==> src/rtl/dmem_arbiter.sv <==
// Round-robin arbiter sharing a single-port DMEM between the CPU and a host port,
// with a host exclusive lock guarded by a watchdog that forces release after LOCK_MAX cycles.
module dmem_arbiter #(
  parameter int ADDR_WIDTH = 8,
  parameter int DATA_WIDTH = 16,
  parameter int LOCK_MAX   = 200
) (
  input  logic                  clk,
  input  logic                  rst,
  input  logic                  cpu_req,
  input  logic                  cpu_we,
  input  logic [ADDR_WIDTH-1:0] cpu_addr,
  input  logic [DATA_WIDTH-1:0] cpu_wdata,
  output logic                  cpu_gnt,
  output logic                  cpu_rvalid,
  input  logic                  host_req,
  input  logic                  host_we,
  input  logic [ADDR_WIDTH-1:0] host_addr,
  input  logic [DATA_WIDTH-1:0] host_wdata,
  input  logic                  host_lock,
  output logic                  host_gnt,
  output logic                  host_rvalid,
  output logic                  mem_en,
  output logic                  mem_we,
  output logic [ADDR_WIDTH-1:0] mem_addr,
  output logic [DATA_WIDTH-1:0] mem_wdata,
  output logic                  locked,
  output logic                  lock_err
);

  typedef enum logic [1:0] {ARB, LOCKED, HOLDOFF} state_t;
  typedef enum logic {LAST_CPU, LAST_HOST} last_t;

  localparam logic [7:0] CNT_LAST = 8'(LOCK_MAX - 1);

  state_t     state_reg;
  last_t      last_grant_reg;
  logic [7:0] lock_cnt_reg;
  logic       lock_err_reg;
  logic       cpu_rvalid_reg;
  logic       host_rvalid_reg;

  // While locked the CPU is shut out and the host is served only while it keeps the lock.
  always_comb begin
    cpu_gnt  = 1'b0;
    host_gnt = 1'b0;
    if (!rst) begin
      if (state_reg == LOCKED) begin
        host_gnt = host_req & host_lock;
      end else if (cpu_req && host_req) begin
        cpu_gnt  = (last_grant_reg == LAST_HOST);
        host_gnt = (last_grant_reg == LAST_CPU);
      end else begin
        cpu_gnt  = cpu_req;
        host_gnt = host_req;
      end
    end
  end

  always_comb begin
    mem_en    = cpu_gnt | host_gnt;
    mem_we    = 1'b0;
    mem_addr  = '0;
    mem_wdata = '0;
    if (cpu_gnt) begin
      mem_we    = cpu_we;
      mem_addr  = cpu_addr;
      mem_wdata = cpu_wdata;
    end else if (host_gnt) begin
      mem_we    = host_we;
      mem_addr  = host_addr;
      mem_wdata = host_wdata;
    end
  end

  // Registered state is masked during reset so every output reads 0 in the reset cycle.
  assign cpu_rvalid  = cpu_rvalid_reg & ~rst;
  assign host_rvalid = host_rvalid_reg & ~rst;
  assign locked      = (state_reg == LOCKED) & ~rst;
  assign lock_err    = lock_err_reg & ~rst;

  always_ff @(posedge clk) begin
    if (rst) begin
      state_reg       <= ARB;
      last_grant_reg  <= LAST_HOST;
      lock_cnt_reg    <= 8'd0;
      lock_err_reg    <= 1'b0;
      cpu_rvalid_reg  <= 1'b0;
      host_rvalid_reg <= 1'b0;
    end else begin
      cpu_rvalid_reg  <= cpu_gnt & ~cpu_we;
      host_rvalid_reg <= host_gnt & ~host_we;
      if (cpu_gnt)  last_grant_reg <= LAST_CPU;
      if (host_gnt) last_grant_reg <= LAST_HOST;
      case (state_reg)
        ARB: begin
          if (host_gnt && host_lock) begin
            state_reg    <= LOCKED;
            lock_cnt_reg <= 8'd0;
          end
        end
        LOCKED: begin
          if (!host_lock) begin
            state_reg      <= ARB;
            last_grant_reg <= LAST_HOST;
          end else if (lock_cnt_reg == CNT_LAST) begin
            state_reg      <= HOLDOFF;
            lock_err_reg   <= 1'b1;
            last_grant_reg <= LAST_HOST;
          end else begin
            lock_cnt_reg <= lock_cnt_reg + 8'd1;
          end
        end
        HOLDOFF: begin
          if (!host_lock) state_reg <= ARB;
        end
        default: state_reg <= ARB;
      endcase
    end
  end

endmodule

==> config.mk <==
export PLATFORM = sky130hd
export DESIGN_NAME = dmem_arbiter
export DESIGN_NICKNAME = d
export VERILOG_FILES = /design/src/rtl/dmem_arbiter.sv
export SDC_FILE = /design/constraint.sdc
export NUM_CORES = 1
export LEC_CHECK = 0
export CAP_MARGIN = 40
export CORE_ASPECT_RATIO = 1.25
export CORE_MARGIN = 2
export CORE_UTILIZATION = 50
export DETAILED_ROUTE_END_ITERATION = 6
export DONT_BUFFER_PORTS = 1
export PLACE_DENSITY = 0.68
export SLEW_MARGIN = 5
export SYNTH_ARGS = -nofsm -noshare
export SYNTH_HDL_FRONTEND = slang
export SYNTH_SLANG_ARGS = --single-unit
==> constraint.sdc <==
create_clock -name clk -period 1.5 [get_ports clk]
set_clock_uncertainty 0.05 [all_clocks]
set_input_delay 0.075 -clock clk [delete_from_list [all_inputs] [get_ports clk]]
set_output_delay 0.075 -clock clk [all_outputs]
set_load 0.05 [all_outputs]
* Word-level counts from Yosys, hierarchy flattened *
Cells that the tools add are included.

word-level totals
  flip-flop bits (word level) = 14
  output and inout port bits = 32

cells by class
  add/sub/neg operators = 1
  equality and inequality tests = 8
  multiplexer cells = 26
  bitwise gates (word level) = 12
  reductions and logical operators = 7

operator list
  cell                                                                   number
  8-bit two-way mux                                                      5
  16-bit two-way mux                                                     2
  8-bit case mux with 2 select lines                                     1
  1-bit two-way mux                                                      13
  8-bit by 1-bit adder with 8-bit output, second input constant          1
  8-bit equality test, second input constant                             1
  2-bit two-way mux                                                      4
  2-bit != test, second input constant                                   4
  1-bit AND                                                              7
  2-bit case mux with 3 select lines                                     1
  3-bit AND reduction                                                    2
  1-bit NOT                                                              4
  4-bit AND reduction                                                    1
  3-bit by 2-bit != test with 1-bit output, second input constant        1
  2-bit by 1-bit equality test with 1-bit output, second input constant  1
  2-bit equality test, second input constant                             1
  1-bit logical AND                                                      2
  2-bit zero test                                                        1
  2-bit nonzero test                                                     1
  1-bit OR                                                               1

* Depth between registers and ports, before layout *
Gate-level depths: netlist (run 1).

  depth after elaboration = 9
  mapped depth = 7

* Worst setup path before layout (run 1) *
Ideal clock, no wire load.

  kind = reg2out
  start = register state_reg[0]
  end = output mem_addr[0]
  arrival = 1728 ps
  required time = 1375 ps
  path slack = -353 ps
  stages on the path, launching flop included = 7
  cell sequence = dfxtp_1 -> and3b_1 -> buf_6 -> a21oi_2 -> nor3b_2 -> buf_2 -> a22o_1

between the ends
  word-level cells in the longest chain between the ends = 5

RTL lines
  element                                         RTL line  text
  start, declared                                 36        state_t state_reg;
  start signal, assigned                          84        state_reg <= ARB;
  start signal, assigned                          98        state_reg <= LOCKED;
  start signal, assigned                          104       state_reg <= ARB;
  2-bit by 1-bit equality test with 1-bit output  48        if (state_reg == LOCKED) begin
  1-bit two-way mux                               48
  1-bit two-way mux                               47        if (!rst) begin
  net host_gnt                                    21        output logic host_gnt,
  8-bit two-way mux                               69        end else if (host_gnt) begin
  8-bit two-way mux                               65        if (cpu_gnt) begin
  end, declared                                   25        output logic [ADDR_WIDTH-1:0] mem_addr,

The timed path passes the listed nets, and every way through them passes these cells.

* Final worst setup path (run 1) *
  start = register state_reg[1]
  end = output mem_wdata[7]

between the ends
  word-level cells in the longest chain between the ends = 5

RTL lines
  element                                             RTL line  text
  2-bit by 1-bit equality test with 1-bit output (*)  48
  1-bit two-way mux                                   48
  1-bit two-way mux                                   47
  16-bit two-way mux                                  69
  16-bit two-way mux (*)                              65
  end, declared                                       26        output logic [DATA_WIDTH-1:0] mem_wdata,

Mark *: on every way between the ends. The rest lies on a longest branch, timed or not.

==> impl_metrics.csv, run 1 <==
group,metric,value,unit
yosys,synth_fa_ha_area_frac,0.01186,
yosys,main_combinational_cell_family_by_area_after_synthesis,"compound AO/OA/AOI/OAI gates",
critical_path,critical_path.max_fanout,13,
yosys,postSynth.topFlopCell,"dfxtp_1",
placed_design,place_congestion,0.8614,
grt,globalRouteMet1Util,0.4665,
routing,drt.antenna.violating_nets,0,
sta,max_slew_margin,0.6009,
critical_path,critical_path_buf_inv_count,1,
routing,drt_first_iter_violations,100,
yosys,post_synth_and_or_nand_nor_area_fraction,0.2610,
grt,use_met3,0.08497,
critical_path,cp_num_cells,5,
sta,total_count_of_max_transition_violations_in_the_final_report,0,
finish,mostFrequentLayoutCell,"buf_4",
grt,grt-busiest-layer,"met2",
sta,setup_slack,-0.3438,ns
grt,antenna_found_initial,0,
floorplanning,floorplan.core_area,1982,um2
power,power_frac_comb,0.458,
yosys,synth_compound_area_frac,0.3796,
critical_path,crit_type,"flop to primary output",
grt,overflow_after_grt,0,
clock_network,clk_pin_slew,0.10,ns
finish,final_layout_size_suffix_gt1_frac,0.6258,
power,total_leakage_power,0.7641,nW
yosys,synthesis.yosys.warnings,0,
routing,detail_route.wl_per_cell,28.98,um
power,post-layout-total-power,1.164,mW
placed_design,dp_worst_setup_slack,-0.06521,ns
grt,grt_start_max_net_pins,14,
status,failing_checks,"negative setup slack",
sta,unrepaired_setup_endpoints_after_global_routing,"yes",
clock_network,tritoncts,"yes",
routing,route.vias.total,1316,
grt,grt_first_pass_wirelength,7258,um
power,power.density_cell_area,650.5,nW/um2
critical_path,slowest_stage,"dfxtp_2",
routing,route.final.wire_length,5071,um
sta,min_period,1.844,ns
power,share_seq_of_total_power,0.327,
grt,grt_pass1_vias,1313,
yosys,synth-async-reset-ratio,0,
sta,worst_slew_pin_slew,0.5987,ns
sta,setup_violations,38,
clock_network,cts_root_buf,"clkbuf_4",
routing,post-route-drc-count,0,
yosys,synth_area_per_cell,8.939,um2
power,switchingPower,0.4796,mW
clock_network,cts_max_level,1,
floorplanning,floorplan.initialDensity,0.5322,
finish,layout_common_cells,"buf_4, a22o_4, dfxtp_1",
floorplanning,core.rowCount,18,
routing,vias_per_cell,7.520,
min_path,hp-class,"input port to flop",
finish,diodes,0,
yosys,syn_area,1055,um2
critical_path,critPathTopFamily,"simple AND/OR/NAND/NOR gates",
power,internal_power_summed_over_all_cells,0.6844,mW
finish,areaGrowthSynthToFinish,69.63,%
placed_design,portBuffers,0,
yosys,post_synth_xor_area_fraction,0,
sta,fraction_of_the_cycle_the_final_worst_path_needs,1.229,
yosys,synth-seq-area-share,0.2657,
yosys,yosysUniqueCellTypes,45,
clock_network,tritoncts.num_buffers,3,
placed_design,dpl.hpwl,2332,um
finish,layout.nets,212,
clock_network,clock_path_buffers,2,
finish,layout.core_utilization,0.9028,
critical_path,crit_chain,"and3b_2 > a21oi_2 > nor3b_4 > buf_6 > a22o_4",
yosys,synth_seq_cells,14,
grt,globalRouteTotalUtil,0.4040,
floorplanning,die_width,45.08,um
critical_path,crit_path_end_kind,"primary output",
flow_run,max-cap-violations,0,
power,clockPowerShare,0.215,
yosys,synthesis.nets,174,
floorplanning,dieHeight,55.35,um
critical_path,cp_data_arrival_time,1.72,ns
yosys,postSynthCellCount,118,
finish,nFillCells,78,
critical_path,ff2ff_path_depth,7,
min_path,timing.hold.worst_path_depth,3,
status,run_status,"complete, but fails checks",
power,power.ir.vdd_worst,0.9249,mV
clock_network,clk-insertion-delay-late,0.30,ns
critical_path,critical_path.startpoint_type,"flop",
clock_network,cts_hold_buf,4,
floorplanning,top_level_i_o_count,87,
sta,final_hold_viol_count,0,
grt,gr-usage-met2,0.6469,
critical_path,timing.critical_path.required,1.37,ns
power,p_sw_frac,0.4120,
critical_path,timing.critical_path.slowest_cell_delay,0.35,ns
finish,largest_register_ff_count,8,
routing,dr.pass1.iters,4,
yosys,muxShareOfSynthArea,0,
floorplanning,die-area,2495,um2
clock_network,clock_sink_count,14,
yosys,post_synth_edffs,0,
sta,achievable-frequency,0.5424,GHz
[power by group through the flow]
stage          sequential (mW)  combinational (mW)  clock (mW)
4_1_cts                  0.379               0.520       0.236
3_5_place_dp             0.388               0.404           0
5_1_grt                  0.381               0.545       0.270
2_1_floorplan            0.387               0.373           0
6_report                 0.380               0.533       0.251
3_3_place_gp             0.387               0.400           0
[routing by layer]
layer / wire, um / vias to the layer above / part of all wire
met3: 514 / 38 / 0.10
met2: 2529 / 128 / 0.50
li1: - / 543 / -
met5: 0 / - / 0
met4: 363 / 0 / 0.072
met1: 1662 / 607 / 0.33
[cell families after synthesis]
kind of cell    count (synthesis)
fa+ha+maj                       1
compound gates                 48
simple gates                   43
buf+inv                        12
flops                          14
[path summary, 6_finish.rpt]
| kind | to | slack, ns | start |
|---|---|---|---|
| hold reg to reg | lock_err_reg$_SDFFE_PP0P_ | 0.44 | lock_err_reg$_SDFFE_PP0P_ |
| setup reg to reg | lock_cnt_reg[4]$_SDFFE_PP0P_ | -0.13 | state_reg[0]$_SDFFE_PP0P_ |
| setup / recovery | mem_wdata[7] | -0.34 | state_reg[1]$_SDFFE_PP0P_ |
| hold / removal | lock_cnt_reg[7]$_SDFFE_PP0P_ | 0.001 | host_lock |
[per-stage QoR]
step / hold WS (ns) / TNS [ns] / instance area [um2] / cells
6_report: 0.001091 / -9.954 / 1789 / 175
5_1_grt: -0.01176 / -12.36 / 1789 / 175
4_1_cts: -0.02812 / -8.118 / 1760 / 174
3_5_place_dp: 0.08990 / -0.9299 / 1365 / 150
3_3_place_gp: 0.08930 / -0.3083 / 1365 / 150
2_1_floorplan: 0.09661 / -1.267 / 1229 / 118
[Yosys cell counts, types with 2 or more instances]
| cell type | number | share of area |
|---|---|---|
| buf_4 | 2 | 0.014 |
| inv_1 | 2 | 0.0071 |
| nor2b_1 | 4 | 0.024 |
| or4_1 | 2 | 0.014 |
| a31oi_1 | 3 | 0.018 |
| nor2_1 | 4 | 0.014 |
| a21oi_1 | 8 | 0.038 |
| buf_6 | 4 | 0.043 |
| dfxtp_1 | 14 | 0.27 |
| nand3_1 | 8 | 0.038 |
| or3_1 | 2 | 0.012 |
| nand2_2 | 2 | 0.012 |
| nand2b_1 | 2 | 0.012 |
| nand2_1 | 5 | 0.018 |
| a22o_1 | 25 | 0.21 |
| buf_2 | 2 | 0.0095 |
[layout make-up]
cell class | instances | area (um2) | area share
Timing Repair Buffer | 43 | 437.9 | 0.2448
Inverter | 2 | 7.507 | 0.004196
Tap cell | 20 | 25.02 | 0.01399
Sequential cell | 14 | 290.3 | 0.1622
Clock buffer | 4 | 26.28 | 0.01469
Multi-Input combinational cell | 92 | 1002 | 0.5601
[worst register-to-register path, stage by stage, from the launching register on]
cell	delay (ns)
dfxtp_4	0.37
buf_4	0.14
buf_4	0.14
nor3b_2	0.21
nand3b_2	0.18
buf_4	0.19
nand3_1	0.11
a31oi_1	0.09
[what timing repair did]
item	CTS	global route
buffers inserted	13	5
pin swaps	12	8
resized for setup	28	19
setup endpoints to repair	39	41
gates cloned	3	1
endpoints found under the hold margin	14	1
Power figures use the tool's default switching activity.
==> inputs of run 2 (changes only) <==
- PLACE_DENSITY: 0.68 -> 0.74
==> impl_metrics.csv, run 2 <==
group,metric,value,unit
clock_network,clock_sink_count,14,
floorplanning,floorplan.initialDensity,0.5322,
yosys,synthesis.yosys.warnings,0,
placed_design,place_congestion,0.8529,
yosys,postSynth.topFlopCell,"dfxtp_1",
clock_network,tritoncts.num_buffers,3,
clock_network,cts_root_buf,"clkbuf_4",
yosys,netlist_top_cells_count,"a22o_1, dfxtp_1, a21oi_1, nand3_1, nand2_1",
yosys,synth-async-reset-ratio,0,
status,failing_step,"global routing",
floorplanning,core.rowCount,18,
yosys,library_cell_with_the_largest_summed_area_after_synthesis,"dfxtp_1",
yosys,synth_area_per_cell,8.939,um2
floorplanning,die_width,45.08,um
yosys,synth_seq_cells,14,
floorplanning,dieHeight,55.35,um
placed_design,dpl.hpwl,2377,um
placed_design,portBuffers,0,
grt,overflow_after_grt,13,
status,run_status,"did not finish",
yosys,synth_top_cells_by_area,"dfxtp_1, a22o_1, buf_6",
clock_network,cts_max_level,1,
clock_network,clock_path_buffers,2,
yosys,synth-seq-area-share,0.2657,
status,firstError,"[ERROR GRT-0232] Routing congestion too high. Check the congestion heatmap in the GUI.",
grt,grt_start_max_net_pins,20,
floorplanning,top_level_i_o_count,87,
sta,timing.repair.worst_endpoint_type,"primary output",
yosys,synthesis.nets,174,
yosys,postSynthCellCount,118,
yosys,syn_area,1055,um2
yosys,yosysUniqueCellTypes,45,
yosys,post_synth_edffs,0,
yosys,synth_top_area_frac,0.2657,
sta,postGrtWorstEndpoint,"mem_we",
yosys,yosysMostFrequentCell,"a22o_1",
grt,globalRouteTotalUtil,0.7047,
[run 2: timing repair]
action | 4_1_cts
endpoints found under the hold margin | 14
pin swaps | 10
cloned | 3
gates resized for setup | 27
buffers inserted | 8
hold buffers | 4
setup endpoints to repair | 35
[run 2: through the flow]
step | setup WS [ns] | hold WS, ns | util | instances | instance area (um2)
after global placement | -0.03769 | 0.09077 | 0.6963 | 152 | 1380
after CTS | -0.3012 | -0.2084 | 0.8763 | 170 | 1737
after detailed placement | -0.04875 | 0.09079 | 0.6963 | 152 | 1380
after floorplan | -0.09150 | 0.09661 | - | 118 | 1229
[run 2: routing by layer]
layer	GRT overflow	GRT usage
met1	0	0.6923
met2	5	0.8959
met3	0	0.5033
met4	8	0.7143
met5	0	0
[run 2: kinds of logic after synthesis]
group	count (synthesis)	synth area share
and+or+nand+nor	43	0.2610
adders and majority gates	1	0.01186
AOI/OAI and AO/OA	48	0.3796
buffers and inverters	12	0.08184
DFF	14	0.2657
==> inputs of run 3 (changes only) <==
- CORE_AREA: default -> 2 2 63 65
- CORE_ASPECT_RATIO: 1.25 -> default
- CORE_MARGIN: 2 -> default
- CORE_UTILIZATION: 50 -> default
- DIE_AREA: default -> 0 0 65 67
- PLACE_DENSITY: 0.74 -> default
- PLACE_DENSITY_LB_ADDON: default -> 0.15
- clock period: 1.5 -> 2 ns (I/O delays scaled with it)
==> impl_metrics.csv, run 3 (synthesis results as in run 1) <==
group,metric,value,unit
finish,diodes,0,
finish,final_layout_size_suffix_gt1_frac,0.3355,
floorplanning,core.rowCount,22,
critical_path,crit_path_end_kind,"primary output",
routing,route.final.wire_length,3658,um
routing,route.vias.total,1098,
placed_design,place_congestion,0.8422,
critical_path,critical_path_buf_inv_count,2,
finish,largest_register_ff_count,8,
sta,final_hold_viol_count,0,
floorplanning,top_level_i_o_count,87,
sta,min_period,1.878,ns
critical_path,timing.critical_path.slowest_cell_delay,0.39,ns
clock_network,tritoncts.num_buffers,3,
routing,post-route-drc-count,0,
finish,mostFrequentLayoutCell,"buf_12",
floorplanning,floorplan.core_area,3606,um2
clock_network,clock_path_buffers,2,
critical_path,ff2ff_path_depth,5,
critical_path,critical_path.startpoint_type,"flop",
finish,nFillCells,342,
routing,dr.pass1.iters,4,
floorplanning,die_width,65,um
routing,vias_per_cell,5.490,
flow_run,max-cap-violations,0,
critical_path,slowest_stage,"dfxtp_2",
placed_design,post_dp_cell_area,1618,um2
critical_path,cp_data_arrival_time,1.73,ns
routing,drt.antenna.violating_nets,0,
sta,fraction_of_the_cycle_the_final_worst_path_needs,0.9389,
grt,grt_pass1_vias,984,
grt,grt_start_max_net_pins,29,
placed_design,portBuffers,0,
sta,setup_violations,0,
clock_network,clk-insertion-delay-late,0.25,ns
clock_network,cts_root_buf,"clkbuf_8",
floorplanning,floorplan.initialDensity,0.2925,
grt,globalRouteTotalUtil,0.1507,
routing,met3_wire_length,207,um
sta,fin_tns_setup,0,ns
sta,max_slew_margin,0.6349,
critical_path,critPathTopFamily,"simple AND/OR/NAND/NOR gates",
sta,achievable-frequency,0.5325,GHz
status,run_status,"finished, final reports clean",
sta,worst_slew_pin_slew,0.5457,ns
finish,areaGrowthSynthToFinish,66.07,%
routing,highest_layer,"met4",
grt,antenna_found_initial,0,
finish,layout.nets,209,
grt,grt_first_pass_wirelength,5023,um
min_path,timing.hold.worst_path_depth,2,
grt,overflow_after_grt,0,
floorplanning,die-area,4355,um2
critical_path,crit_type,"flop to primary output",
power,power.density_cell_area,575.9,nW/um2
clock_network,cts_max_level,1,
power,total_leakage_power,0.6591,nW
critical_path,timing.critical_path.required,1.85,ns
sta,total_count_of_max_transition_violations_in_the_final_report,0,
clock_network,tritoncts,"yes",
critical_path,setup.worst_path.start,"state_reg[0]$_SDFFE_PP0P_",
routing,wl_met2,1960,um
routing,routedLengthMet1,1355,um
routing,drt_first_iter_violations,32,
power,power.ir.vdd_worst,0.2822,mV
critical_path,cp_num_cells,6,
finish,layout_common_cells,"buf_12, a22o_1, dfxtp_1",
placed_design,dpl.hpwl,2837,um
clock_network,post-cts-setup-buffer-count,0,
sta,unrepaired_setup_endpoints_after_global_routing,"no",
min_path,hp-class,"input port to flop",
critical_path,critical_path.max_fanout,28,
critical_path,worst_reg2reg_startpoint,"lock_cnt_reg[0]$_SDFFE_PP0P_",
min_path,worst_hold_startpoint,"rst",
floorplanning,dieHeight,67,um
critical_path,crit_chain,"and3b_1 > a21oi_2 > nor3b_4 > buf_8 > a22o_1 > buf_12",
routing,detail_route.wl_per_cell,18.29,um
finish,design_area,1752,um2
clock_network,clk_pin_slew,0.06,ns
clock_network,clock_sink_count,14,
[run 3: cell type report]
type | instances | area, um2 | area share
Sequential cell | 14 | 281.5 | 0.1607
Clock buffer | 4 | 55.05 | 0.03143
Multi-Input combinational cell | 92 | 701.9 | 0.4007
Timing Repair Buffer | 40 | 645.6 | 0.3686
Inverter | 2 | 7.507 | 0.004286
Tap cell | 48 | 60.06 | 0.03429
[run 3: path summary, 6_finish.rpt]
kind                                       end  slack (ns)
setup reg to reg  lock_cnt_reg[5]$_SDFFE_PP0P_        0.20
setup / recovery                  mem_wdata[2]        0.12
hold / removal       state_reg[1]$_SDFFE_PP0P_        0.03
hold reg to reg      lock_err_reg$_SDFFE_PP0P_        0.42
[run 3: per-layer routing]
metal / track usage / up-vias
met5: 0 / -
met4: 0.08777 / 0
met3: 0.02365 / 11
met2: 0.2474 / 45
met1: 0.1859 / 503
li1: - / 539
[run 3: worst register-to-register path, delay by kind of cell (launching register included)]
kind                     cells  cell delay [ns]
AO/OA/AOI/OAI                2             0.75
adder cells (fa/ha/maj)      1             0.28
flip-flops                   1             0.37
AND/OR/NAND/NOR              2             0.28
[run 3: what timing repair did]
item / in CTS / in global routing
gates resized for setup: 1 / 6
endpoints found under the setup margin: 2 / 26
endpoints found under the hold margin: 14 / 0
hold buffers: 5 / 0
cloned: 0 / 0
pin swaps: 0 / 0
[run 3: report_power, final]
group          internal (mW)  switching, mW
logic                  0.198          0.242
clock network          0.174          0.109
registers              0.283        0.00272
total                  0.655          0.353
[run 3: per-stage QoR]
step	cells	total power [mW]	hold WS [ns]	setup slack, ns	util
4_1_cts	200	1.007	0.02093	0.02224	0.4788
3_3_place_gp	191	0.7103	0.1241	0.2249	0.4486
5_1_grt	200	1.042	0.01495	0.02141	0.4858
2_1_floorplan	118	0.5363	0.1216	0.1220	-
3_5_place_dp	191	0.7137	0.1256	0.1900	0.4486
6_report	200	1.009	0.02736	0.1221	0.4858
==> inputs of run 4 (changes only) <==
- GPL_TIMING_DRIVEN: default -> 0
==> impl_metrics.csv, run 4 (synthesis results as in run 1) <==
group,metric,value,unit
status,run_status,"finished, final reports clean",
power,total_leakage_power,0.5632,nW
sta,worst_slew_pin_slew,0.4833,ns
clock_network,cts_root_buf,"clkbuf_8",
clock_network,clk-insertion-delay-late,0.24,ns
sta,fin_tns_setup,0,ns
finish,design_area,1431,um2
clock_network,tritoncts,"yes",
routing,drt.antenna.violating_nets,0,
routing,route.vias.total,1041,
routing,dr.pass1.iters,4,
placed_design,place_congestion,0.7788,
critical_path,critical_path.startpoint_type,"flop",
grt,overflow_after_grt,0,
finish,final_layout_size_suffix_gt1_frac,0.4242,
routing,post-route-drc-count,0,
finish,areaGrowthSynthToFinish,35.71,%
floorplanning,dieHeight,67,um
power,power.ir.vdd_worst,0.2791,mV
finish,final_cells,180,
routing,detail_route.wl_per_cell,19.29,um
clock_network,cts_max_level,1,
floorplanning,die_width,65,um
floorplanning,core.rowCount,22,
routing,drt_first_iter_violations,23,
clock_network,clk_pin_slew,0.06,ns
routing,vias_per_cell,5.783,
grt,grt_start_max_net_pins,11,
sta,setup_violations,0,
critical_path,crit_chain,"and3b_1 > buf_6 > a21oi_2 > nor3b_2 > buf_4 > a22o_4",
critical_path,timing.critical_path.slowest_cell_delay,0.34,ns
placed_design,dpl.hpwl,2514,um
grt,grt_first_pass_wirelength,4816,um
finish,diodes,0,
sta,total_count_of_max_transition_violations_in_the_final_report,0,
floorplanning,die-area,4355,um2
clock_network,tritoncts.num_buffers,3,
flow_run,max-cap-violations,0,
critical_path,crit_type,"flop to primary output",
grt,globalRouteTotalUtil,0.1438,
critical_path,cp_data_arrival_time,1.77,ns
sta,fraction_of_the_cycle_the_final_worst_path_needs,0.9620,
grt,antenna_found_initial,0,
finish,layout.nets,190,
sta,achievable-frequency,0.5198,GHz
routing,route.final.wire_length,3472,um
critical_path,crit_path_end_kind,"primary output",
clock_network,clock_sink_count,14,
sta,max_slew_margin,0.6778,
floorplanning,floorplan.initialDensity,0.2925,
finish,largest_register_ff_count,8,
critical_path,critical_path.max_fanout,10,
critical_path,timing.critical_path.required,1.85,ns
sta,min_period,1.924,ns
floorplanning,floorplan.core_area,3606,um2
floorplanning,top_level_i_o_count,87,
placed_design,portBuffers,0,
finish,layout_common_cells,"a22o_4, dfxtp_1, buf_4",
critical_path,slowest_stage,"dfxtp_2",
min_path,hp-class,"input port to flop",
power,post-layout-total-power,0.8390,mW
placed_design,place.detailed.instances,170,
clock_network,clock_path_buffers,2,
sta,final_hold_viol_count,0,
sta,unrepaired_setup_endpoints_after_global_routing,"yes",
grt,grt_pass1_vias,1003,
finish,layout.core_utilization,0.3969,
placed_design,post_dp_cell_area,1145,um2
power,power.density_cell_area,586.1,nW/um2
finish,mostFrequentLayoutCell,"a22o_4",
run 4: changes by cell type in the layout (fill, tap and decap cells not counted), moves of 5 or more:
| cell | delta |
|---|---|
| a22o_1 | -25 |
| a22o_4 | +19 |
| buf_12 | -26 |
| buf_6 | +5 |
| a22o_2 | +6 |
run 4: stage by stage:
step | worst slack [ns] | hold slack [ns]
after floorplan | 0.1220 | 0.1216
after global placement | -0.01538 | 0.1260
after detailed placement | -0.03586 | 0.1276
after CTS | -0.05772 | 0.04329
after global routing | -0.01460 | 0.04738
final | 0.07606 | 0.04447
run 4: per-layer routing:
metal / track usage / wire length (um) / vias up
li1: - / - / 502
met1: 0.1765 / 1410 / 488
met2: 0.2513 / 1824 / 45
met3: 0.01689 / 178 / 6
met4: 0.06383 / 59 / 0
met5: 0 / 0 / -
run 4: what timing repair did:
item | in CTS | in global routing
endpoints found under the hold margin | 3 | 0
hold buffers | 4 | 0
pin swaps | 1 | 2
setup buffers | 2 | 1
setup endpoints to repair | 25 | 20
resized for setup | 29 | 19
run 4: critical path: cells and delay by family (launching register included):
| kind | cells | cell delay [ns] |
|---|---|---|
| DFF | 1 | 0.34 |
| buffers and inverters | 2 | 0.45 |
| and+or+nand+nor | 2 | 0.43 |
| AOI/OAI and AO/OA | 2 | 0.30 |
run 4: area by class of cell:
class,count,area [um2]
clock buffers,3,41.29
repair buffers,11,92.59
multi-input cells,92,862.1
plain buffers,10,85.08
fillers,367,2175
flip-flops and latches,14,282.8
well taps,48,60.06
inverters,2,7.507
run 4: worst paths after layout:
check | cells past startpoint | start | slack, ns | endpoint
max reg2reg | 6 | lock_cnt_reg[0]$_SDFFE_PP0P_ | 0.17 | lock_cnt_reg[0]$_SDFFE_PP0P_
max | 6 | state_reg[1]$_SDFFE_PP0P_ | 0.08 | mem_wdata[11]
min reg2reg | 2 | lock_err_reg$_SDFFE_PP0P_ | 0.42 | lock_err_reg$_SDFFE_PP0P_
min | 2 | cpu_req | 0.04 | last_grant_reg$_SDFF_PP1_
run 4: power breakdown:
| part | switching, mW | internal, mW |
|---|---|---|
| clock | 0.0972 | 0.133 |
| sequential | 0.00250 | 0.283 |
| combinational | 0.223 | 0.100 |
| total | 0.323 | 0.516 |
